[src/rtl/preamble_gen_pkg.sv]
// Shared constants for the QPSK preamble generator:
// state encoding, LFSR feedback taps and default seed.
package preamble_gen_pkg;

    localparam logic [1:0] ST_IDLE  = 2'd0;
    localparam logic [1:0] ST_PRE   = 2'd1;
    localparam logic [1:0] ST_GUARD = 2'd2;
    localparam logic [1:0] ST_PAY   = 2'd3;

    // Fibonacci feedback taps: bits 0, 2, 3, 5
    localparam logic [15:0] LFSR_TAPS = 16'h002D;
    localparam logic [15:0] LFSR_DEFAULT_SEED = 16'hACE1;

    function automatic logic [15:0] lfsr_next(input logic [15:0] l);
        return {^(l & LFSR_TAPS), l[15:1]};
    endfunction

endpackage

[src/rtl/preamble_gen_lfsr_qpsk.sv]
// LFSR symbol source with seed load, step enable and
// registered QPSK mapping of lfsr[1:0] onto {I,Q}.
import preamble_gen_pkg::*;

module preamble_lfsr_qpsk #(
    parameter int              DATA_WIDTH = 16,
    parameter logic [DATA_WIDTH-1:0] AMPL = 16'h2000,
    parameter logic [15:0]     LFSR_SEED  = LFSR_DEFAULT_SEED
) (
    input  logic                  clk,
    input  logic                  reset,
    input  logic                  load,
    input  logic                  step,
    output logic [DATA_WIDTH-1:0] i_data,
    output logic [DATA_WIDTH-1:0] q_data
);

    localparam logic [DATA_WIDTH-1:0] POS = AMPL;
    localparam logic [DATA_WIDTH-1:0] NEG = -AMPL;

    logic [15:0]           lfsr_q, lfsr_d;
    logic [DATA_WIDTH-1:0] i_q, i_d;
    logic [DATA_WIDTH-1:0] q_q, q_d;

    // Next LFSR value and its symbol mapping; load wins over step
    always_comb begin
        lfsr_d = lfsr_q;
        if (load) begin
            lfsr_d = LFSR_SEED;
        end else if (step) begin
            lfsr_d = lfsr_next(lfsr_q);
        end
        i_d = lfsr_d[0] ? NEG : POS;
        q_d = lfsr_d[1] ? NEG : POS;
    end

    // Symbol registers track the LFSR so output data is flop-driven
    always_ff @(posedge clk) begin
        if (reset) begin
            lfsr_q <= LFSR_SEED;
            i_q    <= LFSR_SEED[0] ? NEG : POS;
            q_q    <= LFSR_SEED[1] ? NEG : POS;
        end else begin
            lfsr_q <= lfsr_d;
            i_q    <= i_d;
            q_q    <= q_d;
        end
    end

    assign i_data = i_q;
    assign q_data = q_q;

endmodule

[src/rtl/preamble_gen.sv]
// Repeated QPSK preamble followed by payload passthrough.
// Optional guard interval of zeros: PREAMBLE_GEN_GUARD_EN.
import preamble_gen_pkg::*;

module preamble_gen #(
    parameter int DATA_WIDTH  = 16,
    parameter int MAX_LEN     = 4095,
    parameter int LEN         = 4092,
    parameter int INTERP_RATE = 64,
    parameter int NREP        = 2,
    parameter logic [DATA_WIDTH-1:0] AMPL = 16'h2000,
    parameter logic [15:0] LFSR_SEED = LFSR_DEFAULT_SEED,
    parameter int GUARD_LEN   = 256
) (
    input  logic                  clk,
    input  logic                  reset,
    input  logic                  clear,
    input  logic                  start,
    input  logic                  in_tvalid,
    input  logic                  in_tlast,
    output logic                  in_tready,
    input  logic [DATA_WIDTH-1:0] in_itdata,
    input  logic [DATA_WIDTH-1:0] in_qtdata,
    output logic                  out_tvalid,
    output logic                  out_tlast,
    input  logic                  out_tready,
    output logic [DATA_WIDTH-1:0] out_itdata,
    output logic [DATA_WIDTH-1:0] out_qtdata,
    output logic                  busy,
    output logic                  preamble_stb
);

    localparam int SW = $clog2(MAX_LEN + 1);
    localparam logic [7:0]    HOLD_LAST = 8'(INTERP_RATE - 1);
    localparam logic [SW-1:0] SYM_LAST  = SW'(LEN - 1);
    localparam logic [3:0]    REP_LAST  = 4'(NREP - 1);

    if (LEN < 1 || LEN > MAX_LEN) begin : g_bad_len
        $error("preamble_gen: LEN out of range");
    end
    if (INTERP_RATE < 1 || INTERP_RATE > 255) begin : g_bad_ir
        $error("preamble_gen: INTERP_RATE out of range");
    end
    if (NREP < 2 || NREP > 15) begin : g_bad_nrep
        $error("preamble_gen: NREP out of range");
    end
    if (GUARD_LEN < 1) begin : g_bad_guard
        $error("preamble_gen: GUARD_LEN must be positive");
    end

    logic [1:0]    state_q, state_d;
    logic [7:0]    hold_q, hold_d;
    logic [SW-1:0] sym_q, sym_d;
    logic [3:0]    rep_q, rep_d;
`ifdef PREAMBLE_GEN_GUARD_EN
    localparam logic [15:0] GUARD_LAST = 16'(GUARD_LEN - 1);
    logic [15:0]   guard_q, guard_d;
`endif

    logic                  flush;
    logic                  out_hs;
    logic                  lfsr_load;
    logic                  lfsr_step;
    logic [DATA_WIDTH-1:0] sym_i;
    logic [DATA_WIDTH-1:0] sym_q_data;

    assign flush  = reset | clear;
    assign out_hs = out_tvalid & out_tready;
    assign busy   = (state_q != ST_IDLE);

    preamble_lfsr_qpsk #(
        .DATA_WIDTH (DATA_WIDTH),
        .AMPL       (AMPL),
        .LFSR_SEED  (LFSR_SEED)
    ) u_lfsr (
        .clk    (clk),
        .reset  (flush),
        .load   (lfsr_load),
        .step   (lfsr_step),
        .i_data (sym_i),
        .q_data (sym_q_data)
    );

    // Sequencing: counters advance only on an output handshake
    always_comb begin
        state_d   = state_q;
        hold_d    = hold_q;
        sym_d     = sym_q;
        rep_d     = rep_q;
        lfsr_load = 1'b0;
        lfsr_step = 1'b0;
`ifdef PREAMBLE_GEN_GUARD_EN
        guard_d   = guard_q;
`endif
        case (state_q)
            ST_IDLE: begin
                if (start) begin
                    state_d   = ST_PRE;
                    lfsr_load = 1'b1;
                end
            end
            ST_PRE: begin
                if (out_hs) begin
                    if (hold_q == HOLD_LAST) begin
                        hold_d = '0;
                        if (sym_q == SYM_LAST) begin
                            sym_d     = '0;
                            lfsr_load = 1'b1;
                            if (rep_q == REP_LAST) begin
                                rep_d = '0;
`ifdef PREAMBLE_GEN_GUARD_EN
                                state_d = ST_GUARD;
`else
                                state_d = ST_PAY;
`endif
                            end else begin
                                rep_d = rep_q + 4'd1;
                            end
                        end else begin
                            sym_d     = sym_q + 1'b1;
                            lfsr_step = 1'b1;
                        end
                    end else begin
                        hold_d = hold_q + 8'd1;
                    end
                end
            end
`ifdef PREAMBLE_GEN_GUARD_EN
            ST_GUARD: begin
                if (out_hs) begin
                    if (guard_q == GUARD_LAST) begin
                        guard_d = '0;
                        state_d = ST_PAY;
                    end else begin
                        guard_d = guard_q + 16'd1;
                    end
                end
            end
`endif
            ST_PAY: begin
                if (in_tvalid && out_tready && in_tlast) begin
                    state_d = ST_IDLE;
                end
            end
            default: state_d = ST_IDLE;
        endcase
    end

    // Output mux: LFSR symbols, guard zeros or payload passthrough
    always_comb begin
        out_tvalid   = 1'b0;
        out_tlast    = 1'b0;
        out_itdata   = '0;
        out_qtdata   = '0;
        in_tready    = 1'b0;
        preamble_stb = 1'b0;
        case (state_q)
            ST_PRE: begin
                out_tvalid   = 1'b1;
                out_itdata   = sym_i;
                out_qtdata   = sym_q_data;
                preamble_stb = out_tready && hold_q == '0 &&
                               sym_q == '0 && rep_q == '0;
            end
            ST_GUARD: begin
                out_tvalid = 1'b1;
            end
            ST_PAY: begin
                out_tvalid = in_tvalid;
                out_tlast  = in_tlast;
                out_itdata = in_itdata;
                out_qtdata = in_qtdata;
                in_tready  = out_tready;
            end
            default: ;
        endcase
    end

    // State and counter registers; clear acts exactly like reset
    always_ff @(posedge clk) begin
        if (flush) begin
            state_q <= ST_IDLE;
            hold_q  <= '0;
            sym_q   <= '0;
            rep_q   <= '0;
`ifdef PREAMBLE_GEN_GUARD_EN
            guard_q <= '0;
`endif
        end else begin
            state_q <= state_d;
            hold_q  <= hold_d;
            sym_q   <= sym_d;
            rep_q   <= rep_d;
`ifdef PREAMBLE_GEN_GUARD_EN
            guard_q <= guard_d;
`endif
        end
    end

endmodule

[config.mk]
export PLATFORM = sky130hd
export DESIGN_NAME = preamble_gen
export DESIGN_NICKNAME = d
export VERILOG_FILES = /design/src/rtl/preamble_gen_pkg.sv /design/src/rtl/preamble_gen_lfsr_qpsk.sv /design/src/rtl/preamble_gen.sv
export SDC_FILE = /design/constraint.sdc
export NUM_CORES = 1
export LEC_CHECK = 0
export ABC_AREA = 1
export BUFFER_PORTS_ARGS = -buffer_cell sky130_fd_sc_hd__buf_2
export CAP_MARGIN = 25
export CORE_ASPECT_RATIO = 1.5
export CORE_MARGIN = 1.5
export CORE_UTILIZATION = 54
export CTS_BUF_LIST = sky130_fd_sc_hd__clkbuf_4 sky130_fd_sc_hd__clkbuf_8
export CTS_CLUSTER_SIZE = 14
export DETAILED_ROUTE_END_ITERATION = 10
export PLACE_DENSITY = 0.79
export REMOVE_ABC_BUFFERS = 1
export SLEW_MARGIN = 5
export SYNTH_ARGS = -nofsm -noshare
export SYNTH_HDL_FRONTEND = slang
export SYNTH_SLANG_ARGS = --single-unit
[constraint.sdc]
create_clock -name clk -period 2.02 [get_ports clk]
set_clock_uncertainty 0.05 [all_clocks]
set_input_delay 0.303 -clock clk [delete_from_list [all_inputs] [get_ports clk]]
set_output_delay 0.303 -clock clk [all_outputs]
set_load 0.03 [all_outputs]
# Word level (Yosys, flattened, before mapping)
# Cells that the tools add are included.
[op_classes]
addsub = 3
n_eq_ne = 12
muxes = 29
n_bitwise = 2
reduce_logical = 17
[ops]
columns = ["op", "count"]
rows = [
  ["16-bit case mux with 2 select lines", 2],
  ["16-bit two-way mux", 2],
  ["2-bit two-way mux", 8],
  ["16-bit parity", 1],
  ["12-bit by 1-bit adder with 12-bit output, second input constant", 1],
  ["12-bit == test, second input constant", 1],
  ["12-bit logical NOT", 1],
  ["12-bit two-way mux", 1],
  ["2-bit != test, second input constant", 6],
  ["1-bit two-way mux", 11],
  ["8-bit by 1-bit adder with 8-bit output, second input constant", 1],
  ["8-bit by 6-bit == test with 1-bit output, second input constant", 1],
  ["8-bit logical NOT", 1],
  ["8-bit two-way mux", 1],
  ["2-bit case mux with 3 select lines", 1],
  ["6-bit AND reduction", 1],
  ["1-bit logical AND", 5],
  ["4-bit by 1-bit adder with 4-bit output, second input constant", 1],
  ["2-bit == test, second input constant", 2],
  ["4-bit by 1-bit == test with 1-bit output, second input constant", 1],
  ["4-bit logical NOT", 1],
  ["4-bit two-way mux", 1],
  ["1-bit case mux with 2 select lines", 2],
  ["4-bit AND reduction", 1],
  ["8 further kinds", 9],
]
[word_totals]
register_bits = 74
in_bits = 39
out_inout_bits = 37
elab_cells = 71

# Depth between registers and ports, before layout
# Gate-level depths: netlist (run 1).
[logic_depth]
word_depth = 9
ltp_mapped = 11
mapped_depth_nobuf = 11

# Hierarchy
# From an unflattened synthesis (run 1), not the netlist that was laid out.
[hier_totals]
hier_cells = 407
area_unflattened_um2 = 2902.8
[by_module_without_submodules]
columns = ["module", "instances", "cells_each", "area_each_um2", "seq_area_each_um2"]
rows = [
  ["preamble_gen", 1, 289, 1991.9, 520.5],
  ["preamble_lfsr_qpsk", 1, 118, 910.9, 320.3],
]

# Worst setup path after synthesis (run 1)
# Ideal clock, no wire load.
[synth_path]
path_type = "flip-flop to flip-flop"
from = "reg state_q[0]"
to = "reg sym_q[11]"
setup_time_ns = 0.119
arrival_ns = 1.940
required_ns = 1.851
path_slack_ns = -0.088
path_stages_with_launch = 12
n_path_buf = 0
period_less_slack_ns = 2.108
path_cell_list = "dfxtp_1 > inv_1 > ha_1 > inv_1 > a21oi_1 > nand2_1 > nor2_2 > nand2_1 > nand2_1 > inv_1 > nor2_1 > nor2_1"
[synth_between]
elab_chain_cells = 5
elab_cells_between_ends = 7
cone_classes = "eq/ne (3); mux (1); bitwise (1); reduce/logical (2)"
[synth_rtl]
columns = ["item", "line", "rtl"]
rows = [
  ["from (decl)", "preamble_gen.sv:51", "logic [1:0] state_q, state_d;"],
  ["from (signal assigned)", "preamble_gen.sv:190", "state_q <= state_d;"],
  ["2-bit by 1-bit == test with 1-bit output or 2-bit == test (tied branches)", "preamble_gen.sv:157", "case (state_q)"],
  ["2-bit OR reduction (no line)", "-", ""],
  ["1-bit case mux with 2 select lines *", "preamble_gen.sv:157", ""],
  ["via out_tvalid", "preamble_gen.sv:24", "output logic out_tvalid,"],
  ["1-bit bitwise AND *", "preamble_gen.sv:68", "assign out_hs = out_tvalid & out_tready;"],
  ["3-bit AND reduction (no line) *", "-", ""],
  ["to (signal assigned)", "preamble_gen.sv:192", "sym_q <= sym_d;"],
  ["to (decl)", "preamble_gen.sv:53", "logic [SW-1:0] sym_q, sym_d;"],
]
# Mark *: on every way through the listed nets, which the timed path passes. The rest lies on a longest branch.
# A chain may end at the register's enable or synchronous reset.

# Worst setup path after layout (run 1)
[layout_path]
from = "reg sym_q[0]"
to = "out preamble_stb"
[layout_between]
elab_chain_cells = 4
[layout_rtl]
columns = ["item", "line", "rtl"]
rows = [
  ["12-bit logical NOT", "preamble_gen.sv:163", "sym_q == '0 && rep_q == '0;"],
  ["1-bit logical AND", "preamble_gen.sv:162", "preamble_stb = out_tready && hold_q == '0 &&"],
  ["1-bit logical AND", "preamble_gen.sv:163", ""],
  ["1-bit two-way mux", "preamble_gen.sv:157", ""],
  ["to (decl)", "preamble_gen.sv:30", "output logic preamble_stb"],
]
# No other way between the ends.

==> summary.txt, run 1 <==
Outcome
  – Result of the run: complete, no violations

Cells and area
  – Share of cells above drive strength 1: 23.7%
  – Non-filler cells, final: 550
  – # diodes: 0
  – Final design area excluding fillers: 0.00323 sq mm
  – Layout area overhead: 25.8%
  – Total Nets Final: 532

Synth
  – Yosys cell types: 32
  – Number of flops mapped to enable cells by yosys: 0
  – Cells taking the most area after synthesis: dfxtp_1 33%, nand2_1 18%, inv_1 11%
  – Count leader, synth: nand2_1
  – Sequential element share of the synthesized area: 32.7%
  – Mean post-synth cell area: 6.37 sq um
  – Ranking of synthesized cells by instance count: 120 x nand2_1, 73 x inv_1, 43 x nand3_1, 42 x dfxtp_1, 37 x nor2_1
  – Number of register bits inferred by synthesis: 42
  – Share of the synthesized area in the top cell type: 32.7%
  – Library cell occupying the most area in the post-synthesis netlist: dfxtp_1
  – Main flop type after synthesis: dfxtp_1
  – Asr flop ratio synth: 0%
  – Yosys warnings: 0
  – Area of the mapped netlist: 0.00257 sq mm
  – Synthesized instance count: 403

STA
  – Unrepaired setup endpoints after global routing: true
  – Transition time of the tightest slew-check pin: 0.346 ns
  – Max Slew Vio Count: 0
  – Number of endpoints with negative hold slack in the final report: 0
  – Post-route clock period utilization: 95.1%
  – Setup total negative slack: 0 ns
  – Maximum clock frequency: 521 MHz
  – # setup viols final: 0
  – Tightest slew margin relative to the limit: 76.8%
  – Final period demand of the worst path: 1.92 ns
  – Hold Worst Slack: 0.369 ns

Global routing
  – Vias in the first global route: 2385
  – Antenna violations before repair: 0
  – Wire length of the first global-routing pass: 10200 microns
  – Layer with the highest usage: met2
  – Met3 track demand over resource in global routing: 4.46%
  – Sum of overflow across all layers after global routing: 0
  – Total routing usage reported by global routing: 25.1%
  – Met2 track demand over resource in global routing: 45.9%
  – Met1 routing resource usage after global routing: 27.7%
  – Largest net degree at the start of global routing: 36

Worst setup path
  – Endpoint required time on the critical path: 1.67 ns
  – CP max FO: 5
  – Crit path max-delay cell type: dfxtp_1
  – Largest incremental delay on the critical path: 0.36 ns
  – Crit. End Element: output pin
  – Register-to-register setup slack: 0.15 ns
  – Kind of start point of the critical path: flop
  – Kind of critical path: flop to output pin
  – Critical Path AT: 1.57 ns
  – CP cell instances: inv_2 -> ha_1 -> nand4_1 -> nor2_1 -> nand2_1 -> nor4_2 -> buf_4

Clocking
  – Root buf cell: clkbuf_8
  – Sinks on the clock net: 42
  – Later-pin clock latency in the skew report: 0.31 ns
  – TritonCTS clock tree: done
  – Clock buffers created by TritonCTS: 5
  – Clock-pin slew on the worst setup and hold paths: 0.08 ns
  – Number of H-tree levels: 2
  – Maximum clock path buffer count: 2

Power
  – Total power: 1.76 mW
  – Max IR drop VDD: 0.358 mV
  – Power per cell area: 544 mW/mm^2
  – Leak pwr: 1.75 nW

Place
  – Count of input and output buffers: 75
  – Post-place instance area: 0.00301 sq mm
  – Global placer's final weighted congestion: 0.910
  – Half-perimeter wire length of the detailed placement result: 4590 microns
  – # placed instances: 539

Die
  – Vertical extent of the die: 87.5 microns
  – Area inside the core boundary: 0.00454 sq mm
  – Die area: 0.00519 sq mm
  – Top-level I/O count: 76
  – Starting Density: 56.5%
  – Cell Rows: 30
  – Chip width: 59.3 microns

Routing
  – Starting DRC count in detailed routing: 143
  – Via count: 2674
  – Mean number of vias per cell: 4.86
  – Post-detailed-routing wire length: 6080 microns
  – DRC: 0
  – Post-route ant nets: 0
  – Number of iterations in the first detailed-routing pass: 4
  – DR WL/cell: 11.1 microns

Min path
  – Worst min path class: primary input to flop

Flow run
  – Maximum Capacitance Violations: 0
## path summary, 6_finish.rpt
path,startpoint,to,cells after the start
min,reset,state_q[0]$_SDFFE_PP0P_,5
max,sym_q[0]$_SDFFE_PP0P_,preamble_stb,7
max reg2reg,state_q[0]$_SDFFE_PP0P_,sym_q[6]$_SDFFE_PP0P_,10
min reg2reg,u_lfsr.lfsr_q[8]$_SDFFE_PP0P_,u_lfsr.lfsr_q[8]$_SDFFE_PP0P_,2
## power by group
part	total, mW	internal, mW	switching (mW)	leakage, nW
logic	0.118	0.0493	0.0687	1.34
clock network	0.809	0.495	0.314	0.0683
registers	0.830	0.828	0.00170	0.339
## metrics by stage
| step | utilization (%) | setup slack, ns |
|---|---|---|
| after floorplan | - | -0.591 |
| after global placement | 66.3 | 0.169 |
| after detailed placement | 66.3 | 0.125 |
| after CTS | 69.6 | 0.00447 |
| after global routing | 71.1 | -0.00878 |
| final | 71.1 | 0.0998 |
## cell families after synthesis
logic type	count (synthesis)	share of synthesized area [%]
buffers and inverters	83	13.1
and+or+nand+nor	228	40.9
DFF	42	32.7
xor gates and xnor gates	6	2.05
adders and majority gates	8	3.90
AOI/OAI and AO/OA	36	7.31
## state kept, by name, summed over array words and instances, names as in the netlist
name,flops
hold_q,8
rep_q,4
state_q,2
sym_q,12
u_lfsr.lfsr_q,15
u_lfsr.q_data,1
## cell type report
cell class	instances	area [sq um]
Fill cell	406	1310
Inverter	74	278
Clock buffer	5	68.8
Clock inverter	3	68.8
Sequential cell	42	842
Timing Repair Buffer	84	464
Multi-Input combinational cell	278	1430
Tap cell	64	80.1
## cells in the final DEF (no fill, tap or decap), types with 4 or more instances in the layout
cell      count
buf_2        73
inv_1        71
nor2_2        4
clkbuf_8      5
nor3_1        6
nand3_1      43
ha_1          7
nand2_1     118
o21ai_0       6
a21oi_1      27
dfxtp_1      41
nand4_1       5
nor2_1       35
buf_4         9
## routing by layer
layer  wire length, microns  part of all wire [%]  vias to the layer above
li1                       -                     -                     1407
met1                   2460                    40                     1197
met2                   3230                    53                       58
met3                    270                   4.4                       12
met4                    120                   2.0                        0
met5                      0                     0                        -
## worst max-delay path, delay by kind of cell (launching register included)
| kind | cells | cell delay (ns) |
|---|---|---|
| fa+ha+maj | 1 | 0.14 |
| buf+inv | 2 | 0.30 |
| flops | 1 | 0.36 |
| simple gates | 4 | 0.47 |
## repair_timing
action,4_1_cts,5_1_grt
setup endpoints to repair,1,29
gates resized for setup,3,11
cloned,0,0
setup buffers,0,3
hold buffers,0,0
pin swaps,0,2
No activity file was read; power rests on OpenSTA's default activity.
==> inputs of run 2 (changes only) <==
--- a/config.mk
+++ b/config.mk
@@ -10,7 +10,7 @@
 export CAP_MARGIN = 25
 export CORE_ASPECT_RATIO = 1.5
 export CORE_MARGIN = 1.5
-export CORE_UTILIZATION = 54
+export CORE_UTILIZATION = 55
 export CTS_BUF_LIST = sky130_fd_sc_hd__clkbuf_4 sky130_fd_sc_hd__clkbuf_8
 export CTS_CLUSTER_SIZE = 14
 export DETAILED_ROUTE_END_ITERATION = 10
@@ -19,4 +19,5 @@
 export SLEW_MARGIN = 5
 export SYNTH_ARGS = -nofsm -noshare
 export SYNTH_HDL_FRONTEND = slang
+export SYNTH_HIERARCHICAL = 1
 export SYNTH_SLANG_ARGS = --single-unit
==> summary.txt, run 2 <==
Outcome
  – Result of the run: complete, no violations

Place
  – Count of input and output buffers: 75
  – Global placer's final weighted congestion: 0.798
  – Half-perimeter wire length of the detailed placement result: 5010 microns

STA
  – Transition time of the tightest slew-check pin: 0.614 ns
  – Post-route clock period utilization: 97.6%
  – Setup total negative slack: 0 ns
  – Final period demand of the worst path: 1.97 ns
  – # setup viols final: 0
  – Maximum clock frequency: 507 MHz
  – Tightest slew margin relative to the limit: 58.7%
  – Number of endpoints with negative hold slack in the final report: 0
  – Max Slew Vio Count: 0

Routing
  – Post-detailed-routing wire length: 6600 microns
  – Via count: 2745
  – Number of iterations in the first detailed-routing pass: 4
  – Post-route ant nets: 0
  – DR WL/cell: 12.0 microns
  – Mean number of vias per cell: 4.99
  – DRC: 0
  – Starting DRC count in detailed routing: 122

Cells and area
  – Total Nets Final: 527
  – # diodes: 0
  – Number of flip-flops under the largest register name: 15
  – Commonest cells after routing, fill and taps aside: 88 x nand2_1, 75 x buf_2, 41 x inv_1
  – Most common library cell in the layout ignoring fill and taps: nand2_1
  – Registers with the most flip-flops: u_lfsr/lfsr_q (15), sym_q (12), hold_q (8)
  – Layout area overhead: 16.1%
  – Share of cells above drive strength 1: 28.0%
  – Top reg by flops: u_lfsr/lfsr_q

Die
  – Cell Rows: 32
  – Vertical extent of the die: 92.0 microns
  – Area inside the core boundary: 0.00512 sq mm
  – Chip width: 62.3 microns
  – Starting Density: 56.6%
  – Die area: 0.00573 sq mm
  – Top-level I/O count: 76

Worst setup path
  – Kind of critical path: flop to output pin
  – Largest incremental delay on the critical path: 0.34 ns
  – Critical path depth: 5
  – Kind of start point of the critical path: flop
  – Cell family with the largest share of critical-path delay: simple AND/OR/NAND/NOR gates
  – Critical Path AT: 1.62 ns
  – CP cell instances: or2_4 -> nor3_2 -> nand4_1 -> nor4_2 -> buf_4
  – Number of cells on the worst reg-to-reg path: 12
  – Buffers and inverters on the worst path: 1
  – Crit path max-delay cell type: dfxtp_2
  – Crit. End Element: output pin
  – Endpoint required time on the critical path: 1.67 ns
  – CP max FO: 3

Power
  – Switching component of the power: 0.455 mW
  – Proportion of power drawn by combinational gates: 12.9%
  – Max IR drop VDD: 0.486 mV
  – Proportion of power drawn by flip-flops and latches: 47.5%
  – Switching power share of the total: 26.1%
  – Part of the power in the clock network: 39.5%
  – Power per cell area: 518 mW/mm^2
  – Leak pwr: 1.57 nW
  – Total power: 1.75 mW
  – Internal power: 1.29 mW

Clocking
  – Clock buffers created by TritonCTS: 5
  – Hold Buf Count CTS: 0
  – Clock-pin slew on the worst setup and hold paths: 0.09 ns
  – Later-pin clock latency in the skew report: 0.30 ns
  – Maximum clock path buffer count: 2
  – TritonCTS clock tree: done
  – Number of H-tree levels: 2
  – Sinks on the clock net: 42
  – Root buf cell: clkbuf_8

Synth
  – Count leader, synth: nand2_1
  – Number of flops mapped to enable cells by yosys: 0
  – Synthesized instance count: 407
  – Library cell occupying the most area in the post-synthesis netlist: dfxtp_1
  – Share of the synthesized area in the top cell type: 29.0%
  – Yosys cell types: 40
  – Sequential element share of the synthesized area: 29.0%
  – Cells taking the most area after synthesis: dfxtp_1 29%, nand2_1 11%, a22o_1 9.7%
  – Asr flop ratio synth: 0%
  – Main flop type after synthesis: dfxtp_1
  – Mean post-synth cell area: 7.13 sq um
  – Area of the mapped netlist: 0.00290 sq mm
  – Yosys warnings: 6
  – Number of register bits inferred by synthesis: 42
  – Ranking of synthesized cells by instance count: 88 x nand2_1, 44 x inv_1, 42 x dfxtp_1, 34 x buf_4, 32 x a22o_1

Global routing
  – Largest net degree at the start of global routing: 37
  – Total routing usage reported by global routing: 23.7%
  – Wire length of the first global-routing pass: 11200 microns
  – Antenna violations before repair: 0
  – Vias in the first global route: 2617
  – Sum of overflow across all layers after global routing: 0

Min path
  – Worst min path class: primary input to flop
  – Worst Hold Depth: 5

Flow run
  – Maximum Capacitance Violations: 0
==> run 2: cell count changes in the layout (fill, tap and decap cells not counted), moves of 3 or more <==
cell and delta:
a22o_1 +32, conb_1 +28, inv_1 -30, nand2_1 -30
nand3_1 -15, nor2_1 -11, o21ai_0 +5, o21ai_2 +3
xnor2_1 -3
==> run 2: timing repair <==
item,in CTS,in global routing
setup endpoints to repair,7,33
cloned,0,2
pin swaps,0,1
gates resized for setup,2,15
setup buffers,0,0
==> run 2: cells by family (layout without fill, tap and decap cells) <==
group	Yosys count	count (layout)	share of synthesized area (%)
AOI/OAI and AO/OA	82	82	19.5
xor gates and xnor gates	3	3	0.905
adders and majority gates	7	7	3.02
buffers and inverters	95	144	18.0
DFF	42	42	29.0
other	2	28	0.259
and+or+nand+nor	176	176	29.4
==> run 2: per-stage QoR <==
stage | instance area [sq um] | hold slack, ns | utilization [%] | setup WS [ns] | std cells
2_1_floorplan | 2670 | 0.391 | - | -1.30 | 387
3_3_place_gp | 3200 | 0.398 | 62.5 | 0.147 | 540
3_5_place_dp | 3200 | 0.405 | 62.5 | 0.0827 | 540
4_1_cts | 3330 | 0.364 | 64.9 | 0.000291 | 548
5_1_grt | 3370 | 0.384 | 65.8 | -0.0196 | 550
6_report | 3370 | 0.372 | 65.8 | 0.0479 | 550
==> run 2: metal layers <==
layer	part of all wire, %	up-vias	global-route usage [%]
li1	-	1440	-
met3	4.0	10	3.68
met4	1.7	0	7.59
met1	39	1239	25.8
met5	0	-	0
met2	55	56	46.3
==> run 2: path summary, 6_finish.rpt <==
check / from / slack (ns) / to
hold reg to reg: u_lfsr/lfsr_q[8]$_SDFFE_PP0P_ / 0.41 / u_lfsr/lfsr_q[8]$_SDFFE_PP0P_
setup / recovery: rep_q[2]$_SDFFE_PP0P_ / 0.05 / preamble_stb
hold / removal: reset / 0.37 / state_q[0]$_SDFFE_PP0P_
setup reg to reg: state_q[0]$_SDFFE_PP0P_ / 0.16 / u_lfsr/q_data[14]$_SDFFE_PP0P_
==> run 2: power by group through the flow <==
stage / combinational [mW] / clock (mW) / sequential (mW)
final: 0.226 / 0.690 / 0.830
after global routing: 0.244 / 0.737 / 0.830
after CTS: 0.219 / 0.705 / 0.830
after detailed placement: 0.217 / 0 / 0.849
after global placement: 0.214 / 0 / 0.849
after floorplan: 0.132 / 0 / 0.849
==> run 2: cell type report <==
| class | instances | area (sq um) |
|---|---|---|
| Timing Repair inverter | 1 | 7.51 |
| Inverter | 49 | 188 |
| Tap cell | 68 | 85.1 |
| Timing Repair Buffer | 86 | 469 |
| Fill cell | 489 | 1750 |
| Clock inverter | 3 | 48.8 |
| Clock buffer | 5 | 68.8 |
| Multi-Input combinational cell | 296 | 1660 |
| Sequential cell | 42 | 845 |
==> run 2: worst register-to-register path: cells and delay by family (launching register included) <==
| kind | cells | cell delay, ns |
|---|---|---|
| and+or+nand+nor | 5 | 0.60 |
| DFF | 1 | 0.35 |
| adders and majority gates | 1 | 0.30 |
| AOI/OAI and AO/OA | 3 | 0.28 |
| buffers and inverters | 3 | 0.23 |
==> inputs of run 3 (changes only) <==
--- a/config.mk
+++ b/config.mk
@@ -14,8 +14,8 @@
 export CTS_BUF_LIST = sky130_fd_sc_hd__clkbuf_4 sky130_fd_sc_hd__clkbuf_8
 export CTS_CLUSTER_SIZE = 14
 export DETAILED_ROUTE_END_ITERATION = 10
+export GPL_TIMING_DRIVEN = 0
 export PLACE_DENSITY = 0.79
-export REMOVE_ABC_BUFFERS = 1
 export SLEW_MARGIN = 5
 export SYNTH_ARGS = -nofsm -noshare
 export SYNTH_HDL_FRONTEND = slang
==> summary.txt, run 3 (synthesis results as in run 2) <==
Die
  – Die area: 0.00573 sq mm
  – Top-level I/O count: 76
  – Vertical extent of the die: 92.0 microns
  – Starting Density: 56.6%
  – Cell Rows: 32
  – Chip width: 62.3 microns
  – Area inside the core boundary: 0.00512 sq mm

Clocking
  – Sinks on the clock net: 42
  – Clock-pin slew on the worst setup and hold paths: 0.08 ns
  – Number of H-tree levels: 2
  – TritonCTS clock tree: done
  – Clock buffers created by TritonCTS: 5
  – Later-pin clock latency in the skew report: 0.31 ns
  – Maximum clock path buffer count: 2
  – Root buf cell: clkbuf_8

Worst setup path
  – Endpoint required time on the critical path: 1.67 ns
  – Kind of critical path: flop to output pin
  – Crit. End Element: output pin
  – Kind of start point of the critical path: flop
  – CP max FO: 3
  – Number of cells on the worst reg-to-reg path: 13
  – Critical Path AT: 1.63 ns

Routing
  – Post-detailed-routing wire length: 6980 microns
  – Mean number of vias per cell: 5.05
  – Number of iterations in the first detailed-routing pass: 4
  – DR WL/cell: 11.8 microns
  – Top Layer Used: met4
  – Detailed route wirelength on metal2: 3860 microns
  – Post-route ant nets: 0
  – Via count: 2985
  – DRC: 0
  – Starting DRC count in detailed routing: 110
  – Met3 layer wire length in the routed design: 349 microns
  – Met1 Wirelength: 2530 microns

Cells and area
  – Most common library cell in the layout ignoring fill and taps: nand2_1
  – # diodes: 0
  – Top reg by flops: u_lfsr/lfsr_q
  – Non-filler cells, final: 591
  – Share of cells above drive strength 1: 34.4%
  – Number of flip-flops under the largest register name: 15
  – Layout area overhead: 28.7%
  – Registers with the most flip-flops: u_lfsr/lfsr_q (15), sym_q (12), hold_q (8)
  – Commonest cells after routing, fill and taps aside: 87 x nand2_1, 73 x buf_2, 44 x buf_4
  – Total Nets Final: 568

STA
  – Transition time of the tightest slew-check pin: 0.553 ns
  – Tightest slew margin relative to the limit: 62.8%
  – Max Slew Vio Count: 0
  – Number of endpoints with negative hold slack in the final report: 0
  – # setup viols final: 0
  – Unrepaired setup endpoints after global routing: true
  – Final period demand of the worst path: 1.99 ns
  – Maximum clock frequency: 503 MHz
  – Post-route clock period utilization: 98.3%

Global routing
  – Vias in the first global route: 2806
  – Total routing usage reported by global routing: 24.8%
  – Wire length of the first global-routing pass: 11600 microns
  – Largest net degree at the start of global routing: 16
  – Sum of overflow across all layers after global routing: 0
  – Antenna violations before repair: 0

Place
  – Half-perimeter wire length of the detailed placement result: 5310 microns
  – # placed instances: 576
  – Global placer's final weighted congestion: 0.856
  – Count of input and output buffers: 75

Outcome
  – Result of the run: complete, no violations

Min path
  – Worst Hold Depth: 4
  – Worst min path class: primary input to flop

Power
  – Total power: 1.81 mW
  – Leak pwr: 1.80 nW
  – Max IR drop VDD: 0.738 mV
  – Power per cell area: 485 mW/mm^2

Flow run
  – Maximum Capacitance Violations: 0
==> run 3: metrics by stage <==
stage	area, sq um	hold WS, ns	setup slack, ns	TNS, ns	util (%)
2_1_floorplan	3010	0.387	0.0581	0	-
3_3_place_gp	3470	0.395	-0.178	-1.81	67.7
3_5_place_dp	3470	0.403	-0.232	-2.66	67.7
4_1_cts	3620	0.332	0.000780	0	70.6
5_1_grt	3730	0.282	-0.00605	-0.0181	72.9
6_report	3730	0.271	0.0334	0	72.9
==> run 3: final cells by class <==
| type | count | area (sq um) |
|---|---|---|
| buffer | 46 | 359 |
| clock buffer | 5 | 68.8 |
| clock inverter | 3 | 48.8 |
| fill | 435 | 1390 |
| inverter | 49 | 188 |
| multi-input combinational | 296 | 1710 |
| sequential | 42 | 846 |
| tap | 68 | 85.1 |
| timing repair buffer | 82 | 433 |
==> run 3: worst paths after layout <==
| kind | start | end | slack, ns |
|---|---|---|---|
| setup / recovery | sym_q[1]$_SDFFE_PP0P_ | preamble_stb | 0.03 |
| hold / removal | reset | state_q[0]$_SDFFE_PP0P_ | 0.27 |
| hold reg to reg | u_lfsr/lfsr_q[13]$_SDFFE_PP1P_ | u_lfsr/lfsr_q[12]$_SDFFE_PP0P_ | 0.41 |
| setup reg to reg | hold_q[1]$_SDFFE_PP0P_ | u_lfsr/lfsr_q[2]$_SDFFE_PP0P_ | 0.09 |
==> run 3: power breakdown <==
group	internal [mW]	total, mW	switching (mW)
registers	0.829	0.830	0.00101
clock network	0.377	0.700	0.323
logic	0.125	0.280	0.155
total	1.33	1.81	0.479
==> run 3: worst max-delay path: stages, from the launching register on <==
cell and delay, ns:
dfxtp_1 0.35, inv_1 0.11, ha_1 0.21, nand4_1 0.14, nor4_2 0.31, buf_4 0.21
==> run 3: per-layer routing <==
metal / vias to the layer above / GRT usage [%]
li1: 1519 / -
met1: 1344 / 23.3
met2: 103 / 50.1
met3: 19 / 3.80
met4: 0 / 13.0
met5: - / 0
==> run 3: repair_timing <==
| action | in CTS | in global routing |
|---|---|---|
| hold buffers | 0 | 0 |
| hold endpoints to repair | 0 | 0 |
| buffers inserted | 0 | 7 |
| endpoints found under the setup margin | 47 | 22 |
| pin swaps | 1 | 6 |
| gates resized for setup | 15 | 23 |
